`src/rtl/gowin_ddr_pkg.sv`:
```
// Shared definitions for the Gowin rPLL dynamic phase/duty control path.
//   - state_t      : phase controller FSM states
//   - phase_t      : default-width phase code (PSDA/DUTYDA encoding)
//   - PHASE_0DEG / DUTY_50PCT : encodings for 0 degrees and 50% duty
//   - phase_step() : one phase step with wrap or saturate, returns {phase, sat}
package gowin_ddr_pkg;

  localparam int PHASE_W_DEF = 4;
  // Wide enough for any supported phase width; callers pass the real width.
  localparam int PHASE_MAX_W = 16;

  typedef logic [PHASE_W_DEF-1:0] phase_t;
  typedef logic [PHASE_MAX_W-1:0] phase_wide_t;

  localparam phase_t PHASE_0DEG = '0;
  // Duty code equal to half the phase range gives a 50% duty cycle.
  localparam phase_t DUTY_50PCT = phase_t'(1 << (PHASE_W_DEF - 1));

  typedef enum logic [1:0] {
    ST_IDLE,
    ST_STEP,
    ST_SETTLE,
    ST_DONE
  } state_t;

  typedef struct packed {
    phase_wide_t phase;
    logic        sat;
  } step_res_t;

  // One step of size 'step' in direction 'up' on a 'width'-bit phase.
  // wrap=1: modulo 2^width. wrap=0: clamp at 0 / 2^width-1 and flag sat
  // whenever the step would pass a bound (landing exactly on it is fine).
  function automatic step_res_t phase_step(input phase_wide_t phase,
                                           input logic        up,
                                           input phase_wide_t step,
                                           input logic        wrap,
                                           input int unsigned width);
    logic [PHASE_MAX_W:0] one;
    logic [PHASE_MAX_W:0] max_val;
    logic [PHASE_MAX_W:0] sum;
    step_res_t            res;
    one     = 1;
    max_val = (one << width) - one;
    res.sat = 1'b0;
    if (up) begin
      sum = {1'b0, phase} + {1'b0, step};
      if (sum > max_val) begin
        if (wrap) begin
          res.phase = sum[PHASE_MAX_W-1:0] & max_val[PHASE_MAX_W-1:0];
        end else begin
          res.phase = max_val[PHASE_MAX_W-1:0];
          res.sat   = 1'b1;
        end
      end else begin
        res.phase = sum[PHASE_MAX_W-1:0];
      end
    end else begin
      sum = '0;
      if (step > phase) begin
        if (wrap) begin
          res.phase = (phase - step) & max_val[PHASE_MAX_W-1:0];
        end else begin
          res.phase = '0;
          res.sat   = 1'b1;
        end
      end else begin
        res.phase = phase - step;
      end
    end
    return res;
  endfunction

endpackage

```
`src/rtl/gowin_pll_phase_chan.sv`:
```
// Per-PLL phase/duty register pair.
//   clk, rst (async active-low)
//   step_en : apply one step this cycle
//   up      : step direction
//   psda    : current phase code
//   dutyda  : duty code, always psda + DUTY_OFFSET
//   sat     : the step that would be applied now saturates (WRAP=0 only)
module gowin_pll_phase_chan
  import gowin_ddr_pkg::*;
#(
  parameter int PHASE_W     = PHASE_W_DEF,
  parameter int STEP        = 2,
  parameter int DUTY_OFFSET = 8,
  parameter int WRAP        = 1
) (
  input  logic               clk,
  input  logic               rst,
  input  logic               step_en,
  input  logic               up,
  output logic [PHASE_W-1:0] psda,
  output logic [PHASE_W-1:0] dutyda,
  output logic               sat
);

  logic [PHASE_W-1:0] phase_reg;
  logic [PHASE_W-1:0] duty_reg;
  logic [PHASE_W-1:0] phase_next;
  step_res_t          res;

  always_comb begin
    res        = phase_step(phase_wide_t'(phase_reg), up, phase_wide_t'(STEP),
                            WRAP != 0, PHASE_W);
    phase_next = PHASE_W'(res.phase);
    sat        = res.sat;
  end

  // Duty is derived from the new (possibly clamped) phase on the same edge.
  always_ff @(posedge clk or negedge rst) begin
    if (!rst) begin
      phase_reg <= '0;
      duty_reg  <= PHASE_W'(DUTY_OFFSET);
    end else if (step_en) begin
      phase_reg <= phase_next;
      duty_reg  <= phase_next + PHASE_W'(DUTY_OFFSET);
    end
  end

  assign psda   = phase_reg;
  assign dutyda = duty_reg;

endmodule

```
`src/rtl/gowin_pll_phase_ctrl.sv`:
```
// Multi-channel dynamic phase/duty controller for Gowin rPLL PSDA/DUTYDA.
//   clk, rst (async active-low)
//   req_valid/req_ready/req_chan/req_up/req_steps : burst request handshake
//   pll_locked : per-PLL lock; loss on the active channel aborts the burst
//   psda/dutyda: per-channel codes, channel 0 in the LSBs
//   busy       : STEP..DONE; done: 1-cycle end pulse with err_sat/err_lock
module gowin_pll_phase_ctrl
  import gowin_ddr_pkg::*;
#(
  parameter int CHANNELS      = 2,
  parameter int PHASE_W       = PHASE_W_DEF,
  parameter int STEP          = 2,
  parameter int DUTY_OFFSET   = int'(DUTY_50PCT),
  parameter int SETTLE_CYCLES = 8,
  parameter int WRAP          = 1,
  localparam int CHAN_W       = (CHANNELS > 1) ? $clog2(CHANNELS) : 1,
  localparam int SET_W        = (SETTLE_CYCLES > 1) ? $clog2(SETTLE_CYCLES) : 1
) (
  input  logic                        clk,
  input  logic                        rst,
  input  logic                        req_valid,
  output logic                        req_ready,
  input  logic [CHAN_W-1:0]           req_chan,
  input  logic                        req_up,
  input  logic [3:0]                  req_steps,
  input  logic [CHANNELS-1:0]         pll_locked,
  output logic [CHANNELS*PHASE_W-1:0] psda,
  output logic [CHANNELS*PHASE_W-1:0] dutyda,
  output logic                        busy,
  output logic                        done,
  output logic                        err_sat,
  output logic                        err_lock
);

  state_t              state_reg, state_next;
  logic [CHAN_W-1:0]   chan_reg, chan_next;
  logic                up_reg, up_next;
  logic [3:0]          steps_reg, steps_next;
  logic [SET_W-1:0]    settle_reg, settle_next;
  logic                err_sat_reg, err_sat_next;
  logic                err_lock_reg, err_lock_next;

  logic [CHANNELS-1:0] chan_onehot;
  logic [CHANNELS-1:0] step_en;
  logic [CHANNELS-1:0] sat_vec;
  logic                sat_sel;
  logic                locked_sel;
  logic                req_chan_valid;

  generate
    for (genvar gi = 0; gi < CHANNELS; gi++) begin : g_chan
      assign chan_onehot[gi] = (int'(chan_reg) == gi);
      assign step_en[gi]     = (state_reg == ST_STEP) && chan_onehot[gi];

      gowin_pll_phase_chan #(
        .PHASE_W     (PHASE_W),
        .STEP        (STEP),
        .DUTY_OFFSET (DUTY_OFFSET),
        .WRAP        (WRAP)
      ) u_chan (
        .clk     (clk),
        .rst     (rst),
        .step_en (step_en[gi]),
        .up      (up_reg),
        .psda    (psda[gi*PHASE_W +: PHASE_W]),
        .dutyda  (dutyda[gi*PHASE_W +: PHASE_W]),
        .sat     (sat_vec[gi])
      );
    end
  endgenerate

  // Only the active channel's lock and saturation matter.
  assign sat_sel        = |(sat_vec & chan_onehot);
  assign locked_sel     = |(pll_locked & chan_onehot);
  assign req_chan_valid = (int'(req_chan) < CHANNELS);

  always_ff @(posedge clk or negedge rst) begin
    if (!rst) begin
      state_reg    <= ST_IDLE;
      chan_reg     <= '0;
      up_reg       <= 1'b0;
      steps_reg    <= '0;
      settle_reg   <= '0;
      err_sat_reg  <= 1'b0;
      err_lock_reg <= 1'b0;
    end else begin
      state_reg    <= state_next;
      chan_reg     <= chan_next;
      up_reg       <= up_next;
      steps_reg    <= steps_next;
      settle_reg   <= settle_next;
      err_sat_reg  <= err_sat_next;
      err_lock_reg <= err_lock_next;
    end
  end

  always_comb begin
    state_next    = state_reg;
    chan_next     = chan_reg;
    up_next       = up_reg;
    steps_next    = steps_reg;
    settle_next   = settle_reg;
    err_sat_next  = err_sat_reg;
    err_lock_next = err_lock_reg;

    case (state_reg)
      ST_IDLE: begin
        if (req_valid) begin
          chan_next     = req_chan;
          up_next       = req_up;
          steps_next    = req_steps;
          err_sat_next  = 1'b0;
          err_lock_next = 1'b0;
          // Zero-length bursts and nonexistent channels finish as no-ops.
          state_next    = (req_steps == 4'd0 || !req_chan_valid) ? ST_DONE : ST_STEP;
        end
      end
      ST_STEP: begin
        // The channel register applies the step on this edge regardless.
        steps_next  = steps_reg - 4'd1;
        settle_next = SET_W'(SETTLE_CYCLES - 1);
        state_next  = ST_SETTLE;
        if (sat_sel) begin
          err_sat_next = 1'b1;
          state_next   = ST_DONE;
        end
        if (!locked_sel) begin
          err_lock_next = 1'b1;
          state_next    = ST_DONE;
        end
      end
      ST_SETTLE: begin
        if (!locked_sel) begin
          err_lock_next = 1'b1;
          state_next    = ST_DONE;
        end else if (settle_reg == '0) begin
          state_next = (steps_reg != 4'd0) ? ST_STEP : ST_DONE;
        end else begin
          settle_next = settle_reg - SET_W'(1);
        end
      end
      ST_DONE: begin
        err_sat_next  = 1'b0;
        err_lock_next = 1'b0;
        state_next    = ST_IDLE;
      end
      default: state_next = ST_IDLE;
    endcase
  end

  assign req_ready = (state_reg == ST_IDLE);
  assign busy      = (state_reg != ST_IDLE);
  assign done      = (state_reg == ST_DONE);
  assign err_sat   = done && err_sat_reg;
  assign err_lock  = done && err_lock_reg;

endmodule

```
`config.mk`:
```
export PLATFORM = sky130hd
export DESIGN_NAME = gowin_pll_phase_ctrl
export DESIGN_NICKNAME = d
export VERILOG_FILES = /design/src/rtl/gowin_ddr_pkg.sv /design/src/rtl/gowin_pll_phase_chan.sv /design/src/rtl/gowin_pll_phase_ctrl.sv
export SDC_FILE = /design/constraint.sdc
export NUM_CORES = 1
export LEC_CHECK = 0
export ABC_AREA = 1
export CAP_MARGIN = 0
export CORE_ASPECT_RATIO = 0.5
export CORE_MARGIN = 3
export CORE_UTILIZATION = 45
export CTS_CLUSTER_DIAMETER = 100
export CTS_CLUSTER_SIZE = 14
export DETAILED_ROUTE_END_ITERATION = 10
export PLACE_DENSITY_LB_ADDON = 0.2
export REMOVE_ABC_BUFFERS = 1
export SETUP_SLACK_MARGIN = 0.15
export SYNTH_ARGS = -nofsm -noshare
export SYNTH_HDL_FRONTEND = slang
export SYNTH_SLANG_ARGS = --single-unit
export TNS_END_PERCENT = 10
```
`constraint.sdc`:
```
create_clock -name clk -period 1.8 [get_ports clk]
set_input_delay 0.36 -clock clk [delete_from_list [all_inputs] [get_ports clk]]
set_output_delay 0.36 -clock clk [all_outputs]
set_load 0.01 [all_outputs]
```
==> metrics.txt, run 1 <==
clk slew on worst S/H paths 80 ps; critical path's largest stage delay between 300 and 400 ps; worst IR drop on VDD between 800 and 900 uV; Max Clock Skew about 3.3 ps; maximum number of pins on one net before global-route repair 22; crit path kind flip-flop to output pin; Mapped Area ~1300 um2; worst path required time ~1400 ps; FP Rows 13; TritonRoute pass-1 iters 6; final worst-path cycle share about nine tenths; PwrDens 1820 nW/um2; DRT iter0 DRCs 41; initial core utilization around half; max cap viols 0; largest family of logic cells by synthesized area simple AND/OR/NAND/NOR gates; die width ~83 um; R2R cell count 7; CTS Sinks 21; share of layout cells above drive strength 1 15.7%; # H-tree levels 1; worst-path cell chain buf_4 > ha_2 > nand2_1 > inv_1 > clkdlybuf4s15_1; Layout area overhead 29.3%; WL per Instance 11.2 um; Worst R2R End settle_reg[1]; # hold bufs at CTS 0; outcome complete, no violations; Post-Synth Adder-Cell Area under 10%; Crit-path slowest cell dfrtp_1; Ys Warns 0; post-synthesis mux area share 0%; critical path launch point type flip-flop; Root Buffer clkbuf_8; simple-gate share of the synthesized area between 20 and 30%; post-synthesis compound-gate area fraction under 10%; Fillers ~230; Worst-Skew Late Latency 270 ps; Avg Vias per Cell 4.70; first-pass GRT wire length 4500 um; min Tclk post-route approximately 1600 ps; ANT cells 0; DRC 0; crit-path max FO 3; mean post-synth cell area roughly 8.1 um2; HP Class primary input to async pin; initial antenna violation count 0; routed wire length roughly 2600 um; worst reg2reg startpoint state_reg[0]; die area 3660 um2; Max Clock Freq between 600 and 700 MHz; max reg flops 6; xor/xnor share of the synthesized area roughly 4.0%; grt ovf 0; Final Core Density between 60% and 70%; number of buffers created by CTS 3; register area share after synthesis around 40%; GRT Overall Usage approximately 16%; vias in the first global route ~1.1k; net count reported at finish between 200 and 250; r2r setup slk roughly 200 ps; RSZ-0062 raised after global routing yes; Core Footprint 2700 um2; register bit count reported by yosys 21; number of port buffers 27; Vias approximately 1.1k; setup tns final 0 ps; post-synthesis cell type count 27; post-route ant nets 0; Max Transition Viols Final 0; Crit. End Element output pin; CTS tree done; Static Leak just under 0.9 nW; Max Root-Sink Buffers 2; IO Count 32; final setup fails 0; Mapped Cells between 150 and 200; Final Hold Vio Count 0; Crit path arrival time between 1000 and 1500 ps; RD Place Congestion between 0.7 and 0.8; detailed placement HPWL 2000 um; overall power just over 3 mW; Die Ht 44.3 um
[area by class of cell]
type | instances | area [um2] | area share (%)
inverter | 24 | 92.6 | 5.43
sequential | 21 | 528 | 30.9
tap | 37 | 46.3 | 2.71
timing repair buffer | 35 | 323 | 18.9
clock inverter | 1 | 5.00 | 0.293
multi-input combinational | 113 | 671 | 39.3
clock buffer | 3 | 41.3 | 2.42
[routing by layer]
| layer | part of all wire [%] | global-route usage (%) | vias to the layer above |
|---|---|---|---|
| met5 | 0 | 0 | - |
| met4 | 0.31 | 3.91 | 0 |
| met3 | 5.0 | 4.88 | 2 |
| met2 | 48 | 27.9 | 20 |
| met1 | 47 | 20.8 | 519 |
| li1 | - | - | 559 |
[where the power goes]
group,total [mW],internal [mW],switching [mW]
Sequential,0.899,0.717,0.182
Combinational,1.89,0.874,1.02
Clock,0.320,0.155,0.165
Total,3.11,1.75,1.37
[synth_stat cells]
| cell type | number | share of area, % |
|---|---|---|
| clkinv_1 | 1 | 0.28 |
| inv_1 | 22 | 6.3 |
| fa_1 | 2 | 3.0 |
| nor2_8 | 1 | 1.5 |
| nand3_1 | 8 | 3.0 |
| nor2_1 | 9 | 2.6 |
| nand4_1 | 1 | 0.47 |
| o21a_1 | 1 | 0.57 |
| ha_1 | 7 | 6.6 |
| inv_2 | 1 | 0.28 |
| dfstp_2 | 2 | 4.0 |
| nand3_2 | 1 | 0.76 |
| nor3_1 | 1 | 0.38 |
| xnor2_1 | 3 | 2.0 |
| nor2_4 | 3 | 2.6 |
| a21oi_1 | 4 | 1.5 |
| or2_1 | 1 | 0.47 |
| o21ai_1 | 3 | 1.1 |
| nand2_1 | 46 | 13 |
| conb_1 | 1 | 0.28 |
| xor2_1 | 3 | 2.0 |
| o211ai_1 | 1 | 0.57 |
| nand2_4 | 1 | 0.85 |
| o21ai_0 | 10 | 3.8 |
| nand2_2 | 3 | 1.4 |
| buf_4 | 8 | 4.5 |
| dfrtp_1 | 19 | 36 |
[timing repair]
action / CTS / global route
gates cloned: 0 / 0
endpoints found under the hold margin: 0 / 0
gates resized for setup: 15 / 5
setup endpoints to repair: 7 / 18
pin swaps: 0 / 1
setup buffers: 3 / 2
[stage by stage]
step / instance area, um2 / setup WS [ps] / hold WS, ps / std cells
after floorplan: 1270 / 334 / 64.4 / 158
after global placement: 1610 / 120 / 458 / 225
after detailed placement: 1610 / 63.3 / 457 / 225
after CTS: 1690 / 57.6 / 452 / 232
after global routing: 1710 / 104 / 463 / 234
final: 1710 / 161 / 440 / 234
[worst max path at each step]
stage	slack, ps	depth (start not counted)	from	end
after floorplan	330	8	state_reg[0]	steps_reg[2]
after global placement	120	4	state_reg[0]	busy
after CTS	60	5	state_reg[1]	busy
after global routing	100	5	state_reg[0]	err_lock
final	160	5	state_reg[0]	err_sat
after detailed placement	60	4	state_reg[0]	busy
[worst max-delay path, delay by kind of cell, from the launching register on]
family | cells | cell delay (ps)
buffers and inverters | 3 | 390
adder cells (fa/ha/maj) | 1 | 190
AND/OR/NAND/NOR | 1 | 60
flip-flops | 1 | 380
[cells in the final DEF (no fill, tap or decap)]
cell | synthesis | layout
clkinv_1 | 1 | 1
buf_4 | 8 | 8
inv_4 | 0 | 1
a21oi_1 | 4 | 4
clkdlybuf4s50_1 | 0 | 20
o211ai_1 | 1 | 1
dfrtp_1 | 19 | 19
ha_1 | 7 | 4
nor2_1 | 9 | 9
xor2_1 | 3 | 3
or2_1 | 1 | 1
nand2_2 | 3 | 3
ha_2 | 0 | 2
fa_1 | 2 | 2
inv_2 | 1 | 2
o21a_1 | 1 | 1
clkinv_2 | 0 | 1
nor3_1 | 1 | 1
nand2_1 | 46 | 46
clkdlybuf4s15_2 | 0 | 1
ha_4 | 0 | 1
dfstp_2 | 2 | 2
clkbuf_8 | 0 | 3
nand2_4 | 1 | 1
nand4_1 | 1 | 1
xnor2_1 | 3 | 3
nand3_2 | 1 | 1
o21ai_1 | 3 | 3
conb_1 | 1 | 4
nor2_4 | 3 | 3
dlygate4sd2_1 | 0 | 3
inv_1 | 22 | 20
nor2_8 | 1 | 1
clkbuf_2 | 0 | 1
o21ai_0 | 10 | 10
nand3_1 | 8 | 8
clkdlybuf4s15_1 | 0 | 2
[logic make-up (layout without fill, tap and decap cells)]
| kind of cell | Yosys count | after routing |
|---|---|---|
| DFF | 21 | 21 |
| adders and majority gates | 9 | 9 |
| xor gates and xnor gates | 6 | 6 |
| and+or+nand+nor | 75 | 75 |
| AOI/OAI and AO/OA | 19 | 19 |
| other | 1 | 4 |
| buffers and inverters | 32 | 63 |
No activity file was read; power rests on OpenSTA's default activity.
==> run 2, diff against run 1 <==
Settings changed: REMOVE_ABC_BUFFERS 1 to unset.
==> run 2 against run 1 <==
Worst hold slack got worse by 0.98 ps. Critical path depth decreased by 1. Largest power group unchanged. Critical endpoint is now busy. Sequential cell count unchanged. Register-to-register slack improved by 20 ps.
==> metrics.txt, run 2 (same netlist as run 1, synthesis figures left out) <==
outcome complete, no violations; CTS tree done; grt ovf 0; Core Footprint around 2700 um2; die area roughly 3700 um2; max reg flops 6; clk slew on worst S/H paths around 80 ps; max cap viols 0; WL per Instance about 11 um; RD Place Congestion 0.804; share of layout cells above drive strength 1 ~14%; die width just over 80 um; final worst-path cycle share about nine tenths; critical path's top delay family buffers and inverters; Crit. End Element output pin; ANT cells 0; worst path bufs/invs 3; Root Buffer clkbuf_8; Worst-Skew Late Latency about 260 ps; Die Ht about 44 um; detailed placement HPWL about 2000 um; RSZ-0062 raised after global routing yes; Fillers approximately 240; Max Clock Freq just over 600 MHz; worst IR drop on VDD 730 uV; routed wire length ~2500 um; critical path's largest stage delay between 400 and 500 ps; r2r setup slk about 220 ps; IO Count 32; worst path required time 1440 ps; GRT Overall Usage 16.5%; first-pass GRT wire length approximately 4600 um; HP Class primary input to async pin; Static Leak 0.863 nW; Avg Vias per Cell between 4 and 5; critical path launch point type flip-flop; CTS Sinks 21; post-route ant nets 0; maximum number of pins on one net before global-route repair 22; Crit-path slowest cell dfrtp_1; crit path kind flip-flop to output pin; most common cell after layout, fill and taps aside nand2_1; Layout area overhead 26.7%; initial antenna violation count 0; min Tclk post-route between 1500 and 2000 ps; crit-path max FO 5; worst slack, placed 75.4 ps; Max Transition Viols Final 0; PwrDens roughly 1800 nW/um2; Final Worst Setup Slack 179 ps; Final Hold Vio Count 0; Max Clock Skew about 6.8 ps; Max Root-Sink Buffers 2; # H-tree levels 1; commonest cells after routing, fill and taps aside nand2_1, clkdlybuf4s50_1, inv_1; FP Rows 13; worst reg2reg startpoint state_reg[1]; vias in the first global route approximately 1.1k; final setup fails 0; number of buffers created by CTS 3; number of port buffers 27; initial core utilization between 40% and 50%; Worst R2R End steps_reg[2]; R2R cell count 7; net count reported at finish around 210; DRC 0; Vias approximately 1.1k; TritonRoute pass-1 iters 4; Crit path arrival time between 1000 and 1500 ps; worst-path cell chain inv_2 > ha_4 > inv_1 > dlygate4sd2_1; setup tns final 0 ps; DRT iter0 DRCs 30
-- run 2: changes by cell type in the layout (fill, tap and decap cells not counted), moves of 2 or more --
cell,delta
dlygate4sd2_1,+4
clkdlybuf4s15_1,-2
dfrtp_1,-2
inv_2,+2
buf_4,-4
dfrtp_2,+2
-- run 2: worst reg2reg max path: stages (launching register included) --
cell and delay (ps):
dfrtp_1 420, inv_2 110, ha_1 350, nand2_1 160, nand2_1 200, o21ai_0 120, nand2_1 60, o21ai_1 50
-- run 2: worst max path at each step --
stage            startpoint           end  slack, ps  cells past startpoint
3_3_place_gp   state_reg[0]          busy        120                      4
5_1_grt        state_reg[1]  steps_reg[2]         70                      7
3_5_place_dp   state_reg[0]          busy         80                      4
2_1_floorplan  state_reg[0]  steps_reg[2]        330                      8
4_1_cts        state_reg[1]          busy        170                      4
6_report       state_reg[1]          busy        180                      4
-- run 2: through the flow --
stage / hold slack [ps] / instance area (um2) / util (%) / instances / power [mW]
2_1_floorplan: 64.4 / 1330 / - / 166 / 2.13
3_3_place_gp: 458 / 1610 / 59.6 / 225 / 2.65
3_5_place_dp: 464 / 1610 / 59.6 / 225 / 2.73
4_1_cts: 448 / 1670 / 62.0 / 230 / 3.06
5_1_grt: 456 / 1670 / 62.0 / 230 / 3.38
6_report: 439 / 1670 / 62.0 / 230 / 3.03
-- run 2: metal layers --
metal | vias up | wire length [um] | track usage, %
li1 | 551 | - | -
met5 | - | 0 | 0
met4 | 0 | 0 | 1.95
met1 | 478 | 1140 | 19.8
met3 | 0 | 111 | 4.88
met2 | 22 | 1300 | 30.6
-- run 2: area by class of cell --
cell class,count,area (um2),area share [%]
Clock buffer,3,41.3,2.47
Clock inverter,1,5.00,0.299
Inverter,24,90.1,5.39
Multi-Input combinational cell,113,668,39.9
Sequential cell,21,531,31.7
Tap cell,37,46.3,2.77
Timing Repair Buffer,31,292,17.4
-- run 2: where the power goes --
part | internal [mW] | leakage, nW | switching (mW)
Clock | 0.154 | 0.0255 | 0.156
Combinational | 0.815 | 0.597 | 0.981
Sequential | 0.723 | 0.241 | 0.204
Total | 1.69 | 0.863 | 1.34
-- run 2: timing repair --
item / CTS / global route
hold buffers: 0 / 0
gates resized for setup: 14 / 1
buffers inserted: 1 / 0
pin swaps: 0 / 0
endpoints found under the setup margin: 10 / 17
cloned: 0 / 0
==> run 3, diff against run 2 <==
Settings changed: DONT_BUFFER_PORTS set to 1, PLACE_DENSITY set to 0.67, PLACE_DENSITY_LB_ADDON 0.2 to unset.
==> run 3 against run 2 <==
Maximum frequency rose by 1.7%. Sequential cell count unchanged. Routed wire length down 5.1%. Worst setup slack gained 28 ps. Sequential power is 8% higher. Combinational power fell by 24%. Non-clock buffer count shrank 29. Total power fell by 12%. First-iteration DRC count down 33%.
==> metrics.txt, run 3 (same netlist as run 1, synthesis figures left out) <==
Reg area 528 um2; IO Count 32; Max Clock Freq roughly 630 MHz; Final Instance Area between 1000 and 1500 um2; Root Buffer clkbuf_8; RSZ-0062 raised after global routing yes; Static Leak 0.733 nW; ANT cells 0; Layout area overhead 4.93%; Vias roughly 970; crit-path max FO 4; Avg Vias per Cell between 4 and 5; Worst-Skew Late Latency roughly 260 ps; # H-tree levels 1; Crit path arrival time 1800 ps; post-route ant nets 0; Final Core Density between 50% and 60%; Cell Area, Placed between 1000 and 1500 um2; Crit. End Element flip-flop; initial core utilization around half; M1 WL approximately 1100 um; maximum number of pins on one net before global-route repair 22; pin slew with the least headroom to its limit 940 ps; CTS tree done; Max Transition Viols Final 0; RD Place Congestion roughly 0.8; share of layout cells above drive strength 1 11.6%; DRC 0; Max Root-Sink Buffers 2; grt ovf 0; setup tns final 0 ps; worst setup path startpoint g_chan[1].u_chan.psda[1]; initial antenna violation count 0; max reg flops 6; outcome complete, no violations; Die Ht 44.3 um; number of buffers created by CTS 3; most common cell after layout, fill and taps aside nand2_1; worst path required time roughly 2000 ps; net count reported at finish about 190; HP Class primary input to flip-flop; max_slew headroom between 30% and 40%; post-CTS setup buffers 0; detailed placement HPWL around 1900 um; FP Rows 13; TritonRoute pass-1 iters 4; die width between 80 and 90 um; worst IR drop on VDD a little under 700 uV; Multi-input gate area roughly 660 um2; clk slew on worst S/H paths 70 ps; crit path kind flip-flop to flip-flop; number of port buffers 0; CTS Sinks 21; Core Footprint roughly 2700 um2; routed wire length between 2000 and 2500 um; max cap viols 0; r2r setup slk 210 ps; top sig layer met4; commonest cells after routing, fill and taps aside nand2_1, inv_1, dfrtp_1; met2 WL 1130 um; die area 3660 um2; PwrDens approximately 1900 nW/um2; vias in the first global route 925; final setup fails 0; min Tclk post-route between 1500 and 2000 ps; Final Hold Vio Count 0; min-delay src req_up; Final Worst Setup Slack around 210 ps; first-pass GRT wire length roughly 4000 um; Fillers about 260; worst reg2reg startpoint g_chan[1].u_chan.psda[1]; met3 routed WL 100 um; WL per Instance approximately 12 um; DRT iter0 DRCs 20; Max Clock Skew ~4.4 ps; worst slack, placed a little under 200 ps; critical path launch point type flip-flop; final worst-path cycle share about nine tenths; GRT Overall Usage ~15%; Fin Hold WS roughly 260 ps
[run 3: through the flow]
stage,instances,power [mW]
after floorplan,166,2.13
after global placement,196,2.31
after detailed placement,196,2.36
after CTS,201,2.69
after global routing,201,2.97
final,201,2.68
[run 3: where the power goes]
group	internal (mW)	total [mW]	switching, mW
combinational	0.518	1.37	0.849
sequential	0.719	1.00	0.281
clock	0.158	0.310	0.152
total	1.39	2.68	1.28
[run 3: worst max-delay path, cell delays in order, from the launching register on]
cell	delay, ps
dfrtp_1	500
fa_1	470
xor2_1	270
xor2_1	190
nand2_1	70
nand2_1	60
[run 3: area by class of cell]
cell class,count,share of cell area [%]
clock buffers,4,3.25
flip-flops and latches,21,38.1
inverters,24,6.50
repair buffers,2,1.26
well taps,37,3.34
multi-input cells,113,47.5
[run 3: worst paths after layout]
| check | endpoint | cells after the start |
|---|---|---|
| worst min-delay path | up_reg | 2 |
| worst max-delay path | g_chan[1].u_chan.dutyda[3] | 5 |
| worst max register to register | g_chan[1].u_chan.dutyda[3] | 5 |
| worst min register to register | settle_reg[2] | 2 |
| max in group asynchronous | up_reg | 1 |
| min in group asynchronous | g_chan[0].u_chan.psda[1] | 1 |
[run 3: layer usage]
layer / vias up / track usage (%)
met3: 4 / 5.28
met5: - / 0
met4: 0 / 4.89
li1: 496 / -
met2: 18 / 25.8
met1: 453 / 17.7
[run 3: what timing repair did]
action | in CTS | in global routing
hold buffers | 1 | 0
setup endpoints to repair | 0 | 6
resized for setup | 0 | 3
endpoints found under the hold margin | 21 | 0
